**config.mk**
```make
export PLATFORM = sky130hd
export DESIGN_NAME = tlb
export DESIGN_NICKNAME = d
export VERILOG_FILES = /design/src/rtl/tlb.sv
export SDC_FILE = /design/constraint.sdc
export NUM_CORES = 2
export LEC_CHECK = 0
export CORE_ASPECT_RATIO = 0.7
export CORE_MARGIN = 2
export CORE_UTILIZATION = 35
export DETAILED_ROUTE_END_ITERATION = 8
export GPL_ROUTABILITY_DRIVEN = 0
export PLACE_DENSITY_LB_ADDON = 0.2
export SYNTH_ARGS = -nofsm -noshare
export SYNTH_HDL_FRONTEND = slang
export SYNTH_SLANG_ARGS = --single-unit
```
**constraint.sdc**
```tcl
create_clock -name clk -period 5 [get_ports clk]
set_input_delay 0.5 -clock clk [delete_from_list [all_inputs] [get_ports clk]]
set_output_delay 0.5 -clock clk [all_outputs]
set_load 0.05 [all_outputs]
```
**src/rtl/tlb.sv**
```systemverilog
// ============================================================================
// Module   : tlb
// Purpose  : Fully associative TLB, flop storage, two combinational search
//            ports, one combinational read port and one synchronous write port.
// Revision : 1.0 - initial release
// ============================================================================
`default_nettype none

module tlb #(
  parameter int TLBNUM = 16
) (
  input  logic        clk,
  input  logic        reset,

  input  logic [18:0] s0_vpn2,
  input  logic        s0_odd_page,
  input  logic [7:0]  s0_asid,
  output logic        s0_found,
  output logic [3:0]  s0_index,
  output logic [19:0] s0_pfn,
  output logic [2:0]  s0_c,
  output logic        s0_d,
  output logic        s0_v,

  input  logic [18:0] s1_vpn2,
  input  logic        s1_odd_page,
  input  logic [7:0]  s1_asid,
  output logic        s1_found,
  output logic [3:0]  s1_index,
  output logic [19:0] s1_pfn,
  output logic [2:0]  s1_c,
  output logic        s1_d,
  output logic        s1_v,

  input  logic        we,
  input  logic [3:0]  w_index,
  input  logic [18:0] w_vpn2,
  input  logic [7:0]  w_asid,
  input  logic        w_g,
  input  logic [19:0] w_pfn0,
  input  logic [2:0]  w_c0,
  input  logic        w_d0,
  input  logic        w_v0,
  input  logic [19:0] w_pfn1,
  input  logic [2:0]  w_c1,
  input  logic        w_d1,
  input  logic        w_v1,

  input  logic [3:0]  r_index,
  output logic [18:0] r_vpn2,
  output logic [7:0]  r_asid,
  output logic        r_g,
  output logic [19:0] r_pfn0,
  output logic [2:0]  r_c0,
  output logic        r_d0,
  output logic        r_v0,
  output logic [19:0] r_pfn1,
  output logic [2:0]  r_c1,
  output logic        r_d1,
  output logic        r_v1
);

  typedef struct packed {
    logic [18:0] vpn2;
    logic [7:0]  asid;
    logic        g;
    logic [19:0] pfn0;
    logic [2:0]  c0;
    logic        d0;
    logic        v0;
    logic [19:0] pfn1;
    logic [2:0]  c1;
    logic        d1;
    logic        v1;
  } entry_t;

  entry_t              entry_q [TLBNUM];
  entry_t              entry_d [TLBNUM];
  entry_t              wr_entry;
  logic [TLBNUM-1:0]   s0_match;
  logic [TLBNUM-1:0]   s1_match;
  logic [3:0]          s0_hit_idx;
  logic [3:0]          s1_hit_idx;
  entry_t              s0_hit;
  entry_t              s1_hit;
  entry_t              rd_entry;

  assign wr_entry = '{vpn2: w_vpn2, asid: w_asid, g: w_g,
                      pfn0: w_pfn0, c0: w_c0, d0: w_d0, v0: w_v0,
                      pfn1: w_pfn1, c1: w_c1, d1: w_d1, v1: w_v1};

  // Reset wins over write; an out-of-range w_index matches no entry.
  always_comb begin
    for (int i = 0; i < TLBNUM; i++) begin
      entry_d[i] = entry_q[i];
      if (reset) begin
        entry_d[i] = '0;
      end else if (we && (int'(w_index) == i)) begin
        entry_d[i] = wr_entry;
      end
    end
  end

  always_ff @(posedge clk) begin
    for (int i = 0; i < TLBNUM; i++) begin
      entry_q[i] <= entry_d[i];
    end
  end

  // Valid bits are deliberately not part of the match.
  generate
    for (genvar gi = 0; gi < TLBNUM; gi++) begin : g_match
      assign s0_match[gi] = (entry_q[gi].vpn2 == s0_vpn2) &&
                            (entry_q[gi].g || (entry_q[gi].asid == s0_asid));
      assign s1_match[gi] = (entry_q[gi].vpn2 == s1_vpn2) &&
                            (entry_q[gi].g || (entry_q[gi].asid == s1_asid));
    end
  endgenerate

  // Descending scan so the lowest matching index is the one that sticks.
  always_comb begin
    s0_hit_idx = '0;
    s1_hit_idx = '0;
    for (int i = TLBNUM - 1; i >= 0; i--) begin
      if (s0_match[i]) s0_hit_idx = 4'(i);
      if (s1_match[i]) s1_hit_idx = 4'(i);
    end
  end

  assign s0_found = |s0_match;
  assign s1_found = |s1_match;
  assign s0_index = s0_hit_idx;
  assign s1_index = s1_hit_idx;

  always_comb begin
    s0_hit = '0;
    s1_hit = '0;
    if (s0_found) s0_hit = entry_q[s0_hit_idx];
    if (s1_found) s1_hit = entry_q[s1_hit_idx];
  end

  assign s0_pfn = s0_odd_page ? s0_hit.pfn1 : s0_hit.pfn0;
  assign s0_c   = s0_odd_page ? s0_hit.c1   : s0_hit.c0;
  assign s0_d   = s0_odd_page ? s0_hit.d1   : s0_hit.d0;
  assign s0_v   = s0_odd_page ? s0_hit.v1   : s0_hit.v0;

  assign s1_pfn = s1_odd_page ? s1_hit.pfn1 : s1_hit.pfn0;
  assign s1_c   = s1_odd_page ? s1_hit.c1   : s1_hit.c0;
  assign s1_d   = s1_odd_page ? s1_hit.d1   : s1_hit.d0;
  assign s1_v   = s1_odd_page ? s1_hit.v1   : s1_hit.v0;

  always_comb begin
    rd_entry = '0;
    if (int'(r_index) < TLBNUM) rd_entry = entry_q[r_index];
  end

  assign r_vpn2 = rd_entry.vpn2;
  assign r_asid = rd_entry.asid;
  assign r_g    = rd_entry.g;
  assign r_pfn0 = rd_entry.pfn0;
  assign r_c0   = rd_entry.c0;
  assign r_d0   = rd_entry.d0;
  assign r_v0   = rd_entry.v0;
  assign r_pfn1 = rd_entry.pfn1;
  assign r_c1   = rd_entry.c1;
  assign r_d1   = rd_entry.d1;
  assign r_v1   = rd_entry.v1;

endmodule

`default_nettype wire

```
==> results.yml <==
outcome:
  outcome: "complete, but fails checks"
  failed_checks: "design-rule violations, negative setup slack"
die:
  initial_core_util: 0.3511
  core_mm2: 0.2195
  die_x_um: 564.8
  die_area_mm2: 0.2240
  rows: 144
  die_h_um: 396.6
  ioPinCount: 283
critical_path:
  cp_slowest_stage_delay_ns: 0.46
  endpoint_kind: "output pin"
  worstRegToRegCells: 3
  crit_slowest_cell: "or3_4"
  critPathKind: "in2out"
  cp-start-kind: "primary input"
  r2r-end: "entry_q[0][74]"
  worstPathCellList: "clkdlybuf4s50_1 -> buf_12 -> buf_4 -> xor2_1 -> nor4_1 -> nand4_1 -> or3_4 -> nand2b_4 -> buf_4 -> a221oi_2 -> nand2b_4 -> buf_6 -> o21a_4 -> buf_4 -> buf_12 -> a211oi_4 -> a21oi_2 -> o2111ai_2 -> buf_4 -> nand4_1 -> buf_6"
  arrival_ns: 5.29
  cp.required_ns: 4.50
  path_max_fanout: 25
  r2r_start: "entry_q[0][74]"
  regToRegSetupSlack_ns: 4.02
  path_common_cell: "buf_4"
cells_and_area:
  drive_above_1_share: 0.2657
  final_cell_area_mm2: 0.1040
  largest_reg_flops: 1248
  syn_to_final_growth_pct: 35.02
  reg_top3: "entry_q x1248"
  largest-register: "entry_q"
  utilization: 0.4741
  fin_nets: 10530
placement:
  placed_cell_area_mm2: 0.09054
  port_buffers: 282
  hpwl_um: 291000
global_route:
  grt_pass1_wl_um: 610700
  grt_max_degree: 152
  antenna_found_initial: 36
  grt_pass1_vias: 78060
  gr-total-overflow: 0
  grt_usage: 0.3812
clock_tree:
  cts_tree: "done"
  clkLatencyLatePin_ns: 0.83
  clockRootBuffer: "clkbuf_16"
  clock-sinks: 1248
  numCtsBuffers: 144
  cts_htree_levels: 4
  clock_path_buffers: 3
  cts_hold_buffers: 0
  path_clk_slew_ns: 0.06
power_and_ir_drop:
  ir_drop_mv: 0.3756
  switchingPower_mw: 6.916
  p_comb_frac: 0.112
  p_per_area_mw_per_mm2: 233.7
  p_int_mw: 17.40
  pwr-share-seq: 0.422
  power_mw: 24.31
  p_leak_nw: 38.16
  power_frac_clock: 0.467
  switching_share: 0.2845
synth:
  synth.net_count: 9782
  synth_edf_count: 0
  ys.flop_type: "dfxtp_1"
  syn_area_mm2: 0.07706
  ys_seq_area_frac: 0.3242
  synth.most_common_cell: "nand2_1"
  ys_types: 61
  postSynthAreaPerCell_um2: 7.996
  ys_seq_elements: 1248
  yosysTopAreaCell: "dfxtp_1"
  synth_top_area_share: 0.3242
  yosysWarnings: 0
  synth_common_cells: "nand2_1 (2995), a21oi_1 (1393), dfxtp_1 (1248)"
  async_flop_share: 0
  synthCells: 9637
  synth.top_cells.by_area: "dfxtp_1 (32%), nand2_1 (15%), mux4_2 (12%)"
sta:
  max_slew_margin: 0.1392
  skew_ns: 0
  finalCritPeriodShare: 1.159
  period_needed_ns: 5.793
  grt_setup_unrepaired: "true"
  finalSetupTns_ns: -31.56
  hold_viol: 0
  fmax_ghz: 0.1726
  setup_viol: 51
  fin_ws_ns: -0.7928
  worst_pin_slew_ns: 1.287
  slew_viol_final: 0
drt:
  drtIter0Drc: 15810
  vias: 85860
  drt-vias-per-instance: 6.395
  antenna_left: 0
  routed_wl_um: 449500
  drc: 3
  wl_per_cell_um: 33.48
  drt_first_pass_iters: 9
min_path:
  hold_path_depth: 2
  holdPathEnd: "entry_q[4][74]"
  hp-start: "reset"
  hold_path.class: "in2reg"
flow_run:
  cap_violations: 0
==> metrics by stage <==
stage          hold WS, ns  instances  setup WS [ns]
6_report            0.2208      13430        -0.7928
4_1_cts             0.2157      13330        -0.5826
3_3_place_gp        0.4568      12910         -1.447
3_5_place_dp        0.4648      12910         -1.338
2_1_floorplan       0.4462       9637        0.09086
5_1_grt             0.2445      13420        -0.7489
==> critical path, delay by kind of cell <==
kind | cells | cell delay (ns)
XOR/XNOR | 1 | 0.18
buffers and inverters | 9 | 1.85
AO/OA/AOI/OAI | 5 | 0.68
AND/OR/NAND/NOR | 6 | 2.04
==> placed cells by master (no fill, tap or decap), types with 102 or more instances in the layout <==
| master | synthesis | final |
|---|---|---|
| buf_4 | 61 | 836 |
| clkbuf_16 | 0 | 157 |
| mux4_2 | 414 | 414 |
| clkdlybuf4s50_1 | 0 | 186 |
| xor2_1 | 768 | 734 |
| mux2i_1 | 272 | 187 |
| dfxtp_1 | 1248 | 1196 |
| nand4_1 | 102 | 102 |
| buf_12 | 0 | 280 |
| nand2_1 | 2995 | 2948 |
| nor4_1 | 201 | 108 |
| o211ai_1 | 174 | 174 |
| a21oi_1 | 1393 | 1347 |
| nand3_1 | 140 | 119 |
| buf_6 | 38 | 185 |
==> what timing repair did <==
action | 4_1_cts | 5_1_grt
buffers inserted | 142 | 122
pin swaps | 199 | 212
endpoints found under the setup margin | 51 | 51
cloned | 42 | 12
gates resized for setup | 727 | 478
==> cell type report <==
cell class / instances / area [µm²]
Fill cell: 20430 / 115400
Multi-Input combinational cell: 7299 / 51720
Sequential cell: 1248 / 25070
Timing Repair Buffer: 1609 / 18330
Clock buffer: 200 / 4145
Tap cell: 2920 / 3654
Clock inverter: 58 / 754.5
Inverter: 81 / 337.8
Antenna cell: 11 / 27.53
==> worst max path at each step <==
stage,start,endpoint,cells past startpoint
global placement,s0_asid[0],s0_pfn[2],19
CTS,entry_q[11][69],s0_pfn[16],19
finish,s0_vpn2[6],s0_pfn[19],21
detailed placement,s0_asid[0],s0_pfn[2],19
floorplan,s0_vpn2[18],s0_c[0],14
global route,entry_q[11][75],s0_pfn[19],20
==> layer usage <==
layer,vias to the layer above,global-route usage,wire length [µm]
met5,-,0.009698,679
met4,46,0.1779,26570
met2,7959,0.4879,166600
li1,34850,-,-
met3,1578,0.1987,85090
met1,41440,0.5151,170600
==> cell families after synthesis <==
| logic type | share of synthesized area |
|---|---|
| flops | 0.3242 |
| simple gates | 0.1959 |
| compound gates | 0.1489 |
| buf+inv | 0.06196 |
| xor+xnor | 0.09820 |
| mux | 0.1708 |
==> power groups by stage <==
stage	sequential, mW	clock (mW)	combinational (mW)
6_report	10.2	11.3	2.72
2_1_floorplan	10.4	0	1.39
3_5_place_dp	10.5	0	2.46
4_1_cts	10.2	11.3	2.53
3_3_place_gp	10.4	0	2.45
5_1_grt	10.3	11.7	2.76
(Power assumes the default switching activity.)
